`src/rtl/bus_source_reader.sv`:
```
// +--------------------------------------------------------------------------+
// | bus_source_reader                                                        |
// | Drives one source's bus-out enable, samples the bus, returns the value.  |
// | Revision: 1.0                                                            |
// +--------------------------------------------------------------------------+
`default_nettype none

module bus_source_reader #(
  parameter int DATA_WIDTH  = 32,
  parameter int NUM_SOURCES = 24,
  parameter int SEL_WIDTH   = 5,
  parameter int SETTLE      = 0
) (
  input  logic                   clock,
  input  logic                   clear_n,
  input  logic                   req_valid,
  output logic                   req_ready,
  input  logic [SEL_WIDTH-1:0]   req_sel,
  output logic [NUM_SOURCES-1:0] src_out,
  input  logic [DATA_WIDTH-1:0]  BusMuxOut,
  output logic                   rsp_valid,
  input  logic                   rsp_ready,
  output logic [DATA_WIDTH-1:0]  rsp_data,
  output logic                   rsp_err,
  output logic [15:0]            xfer_count
);

  typedef enum logic [1:0] {
    S_IDLE  = 2'd0,
    S_DRIVE = 2'd1,
    S_RESP  = 2'd2
  } state_t;

  localparam logic [SEL_WIDTH:0] c_num_src = (SEL_WIDTH+1)'(NUM_SOURCES);
  localparam logic [3:0]         c_settle  = 4'(SETTLE);

  state_t                 r_state, w_state_nxt;
  logic [3:0]             r_cnt, w_cnt_nxt;
  logic [NUM_SOURCES-1:0] r_src, w_src_nxt;
  logic [DATA_WIDTH-1:0]  r_data, w_data_nxt;
  logic                   r_err, w_err_nxt;
  logic [15:0]            r_count, w_count_nxt;
  logic [NUM_SOURCES-1:0] w_onehot;
  logic                   w_in_range;

  assign w_in_range = ({1'b0, req_sel} < c_num_src);

  always_comb begin
    w_onehot = '0;
    for (int i = 0; i < NUM_SOURCES; i++) begin
      w_onehot[i] = (req_sel == SEL_WIDTH'(i));
    end
  end

  always_comb begin
    w_state_nxt = r_state;
    w_cnt_nxt   = r_cnt;
    w_src_nxt   = r_src;
    w_data_nxt  = r_data;
    w_err_nxt   = r_err;
    w_count_nxt = r_count;
    case (r_state)
      S_IDLE: begin
        w_src_nxt = '0;
        if (req_valid) begin
          if (w_in_range) begin
            w_state_nxt = S_DRIVE;
            w_cnt_nxt   = c_settle;
            w_src_nxt   = w_onehot;
          end else begin
            w_state_nxt = S_RESP;
            w_data_nxt  = '0;
            w_err_nxt   = 1'b1;
          end
        end
      end
      S_DRIVE: begin
        // Enables drop on the same edge that samples, so the bus is never left driven in RESP.
        if (r_cnt == 4'd0) begin
          w_state_nxt = S_RESP;
          w_data_nxt  = BusMuxOut;
          w_err_nxt   = 1'b0;
          w_src_nxt   = '0;
        end else begin
          w_cnt_nxt = r_cnt - 4'd1;
        end
      end
      S_RESP: begin
        w_src_nxt = '0;
        if (rsp_ready) begin
          w_state_nxt = S_IDLE;
          w_count_nxt = r_count + 16'd1;
        end
      end
      default: begin
        w_state_nxt = S_IDLE;
        w_src_nxt   = '0;
      end
    endcase
  end

  always_ff @(posedge clock or negedge clear_n) begin
    if (!clear_n) begin
      r_state <= S_IDLE;
      r_cnt   <= 4'd0;
      r_src   <= '0;
      r_data  <= '0;
      r_err   <= 1'b0;
      r_count <= 16'd0;
    end else begin
      r_state <= w_state_nxt;
      r_cnt   <= w_cnt_nxt;
      r_src   <= w_src_nxt;
      r_data  <= w_data_nxt;
      r_err   <= w_err_nxt;
      r_count <= w_count_nxt;
    end
  end

  assign req_ready  = (r_state == S_IDLE);
  assign rsp_valid  = (r_state == S_RESP);
  assign src_out    = r_src;
  assign rsp_data   = r_data;
  assign rsp_err    = r_err;
  assign xfer_count = r_count;

endmodule

`default_nettype wire
```
`config.mk`:
```
export PLATFORM = sky130hd
export DESIGN_NAME = bus_source_reader
export DESIGN_NICKNAME = d
export VERILOG_FILES = /design/src/rtl/bus_source_reader.sv
export SDC_FILE = /design/constraint.sdc
export NUM_CORES = 1
export LEC_CHECK = 0
export ABC_AREA = 1
export BUFFER_PORTS_ARGS = -buffer_cell sky130_fd_sc_hd__buf_2
export CELL_PAD_IN_SITES_DETAIL_PLACEMENT = 1
export CELL_PAD_IN_SITES_GLOBAL_PLACEMENT = 1
export CORE_MARGIN = 4
export CORE_UTILIZATION = 41
export CTS_BUF_LIST = sky130_fd_sc_hd__clkbuf_4
export DETAILED_ROUTE_END_ITERATION = 8
export GPL_TIMING_DRIVEN = 0
export PLACE_DENSITY = 0.88
export SLEW_MARGIN = 20
export SYNTH_ARGS = -nofsm -noshare
export SYNTH_HDL_FRONTEND = slang
export SYNTH_SLANG_ARGS = --single-unit
```
`constraint.sdc`:
```
create_clock -name clock -period 4.1 [get_ports clock]
set_input_delay 0.41 -clock clock [delete_from_list [all_inputs] [get_ports clock]]
set_output_delay 0.41 -clock clock [all_outputs]
set_load 0.01 [all_outputs]
```
# Word level (Yosys, flattened, before mapping)
# Cells that the tools add are included.
# word_totals
in_bits,41
regBits,79
out_inout_bits,75
word_cells,69
# op_classes
n_addsub,2
reduce_logical,8
mux,21
eq_ne,31
n_lt_le_gt_ge,1
# op_table
cell,n
$mux W32,3
$mux W24,3
$pmux W32 S2,1
$pmux W24 S2,1
$eq A5 B4 Y1 const B,8
$eq A5 B5 Y1 const B,8
$eq A5 B3 Y1 const B,4
$add A16 B1 Y16 const B,1
$mux W4,3
$eq A5 B2 Y1 const B,2
$mux W2,4
$ne A2 B2 Y1 const B,4
$pmux W4 S2,1
$reduce_and A4 Y1,2
$pmux W2 S3,1
$eq A5 B1 Y1 const B,1
$logic_not A5 Y1,1
$lt A5 B5 Y1 const B,1
$logic_not A4 Y1,1
$ne A2 B1 Y1 const B,2
$sub A4 B1 Y4 const B,1
$mux W1,3
$reduce_and A3 Y1,1
$eq A2 B1 Y1 const B,1
other kinds (5),5

# Depth between registers and ports, before layout
# logic_depth
ltp_word,4
ltp_mapped,9
mapped_depth_nobuf,8

# Worst setup path before layout
# Ideal clock, no wire load.
# synth_timing
path_kind,register to register
start,reg r_cnt[0]
end,reg r_err (netlist: rsp_err)
required_ns,3.968
setup_ns,0.132
n_path_buf,2
stages_incl_launch_ff,10
slack_ns,2.718
arrival_time_ns,1.250
path_cell_list,dfrtp_1 > inv_1 > ha_1 > nand2_1 > nand2_1 > nand3_2 > buf_6 > buf_6 > nand2_1 > o21ai_1
# synth_via
elab_chain_len,3
# synth_lines
element,line_no,rtl
"start, declared",38,"logic [3:0] r_cnt, w_cnt_nxt;"
"start signal, assigned",112,r_cnt <= w_cnt_nxt;
$logic_not A4 Y1,79,if (r_cnt == 4'd0) begin
$ne A2 B2 Y1 (no line),--,
$reduce_and A4 Y1 (no line),--,
"end signal, assigned",115,r_err <= w_err_nxt;
"end, declared",41,"logic r_err, w_err_nxt;"
# No other way between the ends.
# A chain may end at the register's enable or synchronous reset.

# Worst setup path after layout
# layout_timing
start,reg r_state[1]
end,reg r_data[16] (netlist: rsp_data[16])
# layout_via
elab_chain_len,3
# layout_lines
element,line_no,rtl
"start, declared",37,"state_t r_state, w_state_nxt;"
"start signal, assigned",111,r_state <= w_state_nxt;
$eq A2 B1 Y1 or $logic_not A2 Y1 (tied branches),62,case (r_state)
$ne A2 B2 Y1 (no line) or $reduce_bool A2 Y1 (tied branches),--,
$reduce_and A4 Y1 (no line),--,
"end signal, assigned",114,r_data <= w_data_nxt;
"end, declared",40,"logic [DATA_WIDTH-1:0] r_data, w_data_nxt;"
# Several ways; a longest one is shown, not always the timed one.

==> metrics.md <==
| Metric | Value |
|---|---|
| Hold path cells | 2 |
| Mean area per synthesized cell | 8.77 um^2 |
| Hold Crit Class | primary input to register |
| WL final | 9710 um |
| Final Hold Viols | 0 |
| Most common cell after layout, fill and taps aside | nand2_1 |
| Worst path max stage delay | 0.48 ns |
| FP Rows | 32 |
| Number of global-route vias before repair | 3329 |
| Seq/Total Area, Yosys | 58.1% |
| Worst Path Arrival | 1.99 ns |
| Crit path buffers/inverters | 1 |
| Top cells by area, synth | dfrtp_1 58%, nand2_1 15%, o21ai_0 4.6%, o21ai_1 4.0%, inv_1 3.8% |
| R2r setup slk | 2.40 ns |
| First-pass GRT wire length | 16100 um |
| 1st-iter DRT viols | 110 |
| Area growth from synthesis to layout | 25.8% |
| Antenna diode count | 0 |
| Critical Path Start Type | register |
| Worst-case clock skew | 0.0131 ns |
| Largest net degree at the start of global routing | 54 |
| FF+latch count, synth | 79 |
| DIE HEIGHT | 99.1 um |
| YS warnings | 0 |
| Avg WL per Cell | 15.6 um |
| Rel. slew slack | 62.4% |
| CTS Buf Count | 9 |
| Yosys cell types | 21 |
| PwrDens | 588 nW/um^2 |
| CTS clk-pin slew, worst paths | 0.12 ns |
| Crit path time final | 1.70 ns |
| Critical Path End Type | register |
| Port Buffers | 115 |
| Kind of critical path | register to register |
| Reg area | 1980 um^2 |
| VDD IR max | 0.000205 V |
| Final worst path period share | 41.6% |
| I/O pin total | 116 |
| Crit path from | r_state[1]$_DFFE_PN0P_ |
| Mapped Area | 3400 um^2 |
| # fillers | 1020 |
| Share of the synthesized area in the top cell type | 58.1% |
| Starting Density | 43.1% |
| DRC | 0 |
| Die area | 9820 um^2 |
| Yosys top cell by area | dfrtp_1 |
| CTS tree | yes |
| RSZ-0062 raised after global routing | no |
| CP max-delay cell | dfrtp_1 |
| Setup TNS | 0 ns |
| Final setup fails | 0 |
| Critical Path Fanout Max | 10 |
| Core ar. | 7890 um^2 |
| Worst setup path end | rsp_data[16]$_DFFE_PN0P_ |
| Die X | 99.1 um |
| H-Tree Level Count | 3 |
| Leak Pwr | 2.31 nW |
| Syn_nets | 432 |
| Outcome | completed |
| Hpwl dp | 7530 um |
| Reg2reg end | rsp_data[16]$_DFFE_PN0P_ |
| Vias | 3110 |
| Pre-Repair DR Iteration Count | 4 |
| Clock Root Buffer | clkbuf_4 |
| Vias per cell | 4.99 |
| Post-Synthesis Cells | 388 |
| CP delay by family, top | simple AND/OR/NAND/NOR gates |
| Resized Gates After CTS | 0 |
| Slew @ Worst Pin | 0.560 ns |
| Worst R2R Start | r_state[1]$_DFFE_PN0P_ |
| Gr ovfl total | 0 |
| Clock Latency Late Sink | 0.41 ns |
| Critical Path RT | 4.38 ns |
| Antenna Nets Post-Route | 0 |
| Clk buf depth | 2 |
| Setup WS pre-CTS | 2.38 ns |
| Pins Over Slew Limit | 0 |
| Layout cells sized above 1 | 28.2% |
| Worst Reg-to-Reg Cells | 5 |
| Clk sink count | 79 |
| All-Layer GR Usage | 20.1% |
| Initial antenna violation count | 1 |
| Fmax | 587 MHz |
| WHS | 0.203 ns |
| Multi-input gate area | 1210 um^2 |
| Max-Cap Viols | 0 |
| Worst setup margin | 2.40 ns |
| Cell count along the critical path | 5 |
| Critical path cell sequence | nor2_4 > nand2_1 > nand3_2 > clkbuf_1 > o21ai_1 |
| Nets | 560 |
| Commonest non-fill, non-tap cells in the layout | 136 x nand2_1, 118 x buf_2, 79 x dfrtp_1 |
| Routability cong. | 0.861 |
==> report_power, final <==
part           leakage, nW  switching (W)  internal (W)
Combinational         1.18       0.000627      0.000355
Clock               0.0661       0.000273      0.000190
Sequential            1.07       0.000118      0.000956
==> worst min-delay path by stage <==
stage                             from                       to
3_5_place_dp                   clear_n  rsp_data[7]$_DFFE_PN0P_
5_1_grt                      rsp_ready   r_state[1]$_DFFE_PN0P_
6_report                     rsp_ready   r_state[1]$_DFFE_PN0P_
3_3_place_gp   src_out[23]$_DFFE_PN0P_  src_out[23]$_DFFE_PN0P_
2_1_floorplan                  clear_n     r_cnt[0]$_DFFE_PN0P_
4_1_cts                      rsp_ready   r_state[1]$_DFFE_PN0P_
==> synthesized netlist by cell type <==
cell type	n
o21ai_2	4
nand3_1	19
buf_2	4
o22ai_1	1
o21ai_1	27
clkbuf_1	4
ha_1	3
inv_2	1
inv_1	34
o21ai_0	31
nand3_2	1
nor2_2	1
nor3_1	2
buf_6	4
nand4_1	7
nor2_4	1
xor2_1	4
dfrtp_1	79
nor2_1	19
xnor2_1	6
nand2_1	136
==> area by class of cell <==
cell class	count	share of cell area [%]
Timing Repair Buffer	117	14.4
Clock buffer	10	1.75
Multi-Input combinational cell	262	28.4
Buffer	12	1.87
Tap cell	102	2.98
Sequential cell	79	46.2
Inverter	35	3.07
Clock inverter	6	1.43
==> per-stage QoR <==
step	cell area [um^2]	instances	util [%]	power, W
after floorplan	3400	388	-	0.00168
after global placement	4110	605	52.1	0.00202
after detailed placement	4140	606	52.4	0.00209
after CTS	4280	623	54.3	0.00256
after global routing	4280	623	54.3	0.00271
final	4280	623	54.3	0.00252
==> cells by family after synthesis <==
logic type | synth area share (%)
AOI/OAI and AO/OA | 9.74
xor gates and xnor gates | 2.57
adders and majority gates | 1.10
buffers and inverters | 6.21
DFF | 58.1
and+or+nand+nor | 22.3
==> layer usage <==
metal / track usage, % / part of all wire (%)
met2: 34.0 / 48
met1: 25.9 / 43
met3: 5.33 / 7.7
met4: 4.83 / 0.88
met5: 0 / 0.082
==> flip-flops by register name (all words and copies together), names as in the netlist <==
signal / flops
r_state: 2
src_out: 24
xfer_count: 16
rsp_data: 32
rsp_err: 1
r_cnt: 4
==> what timing repair did <==
item,CTS,global route
buffers inserted,0,0
endpoints found under the hold margin,26,0
hold buffers,1,0
Power figures use the tool's default switching activity.
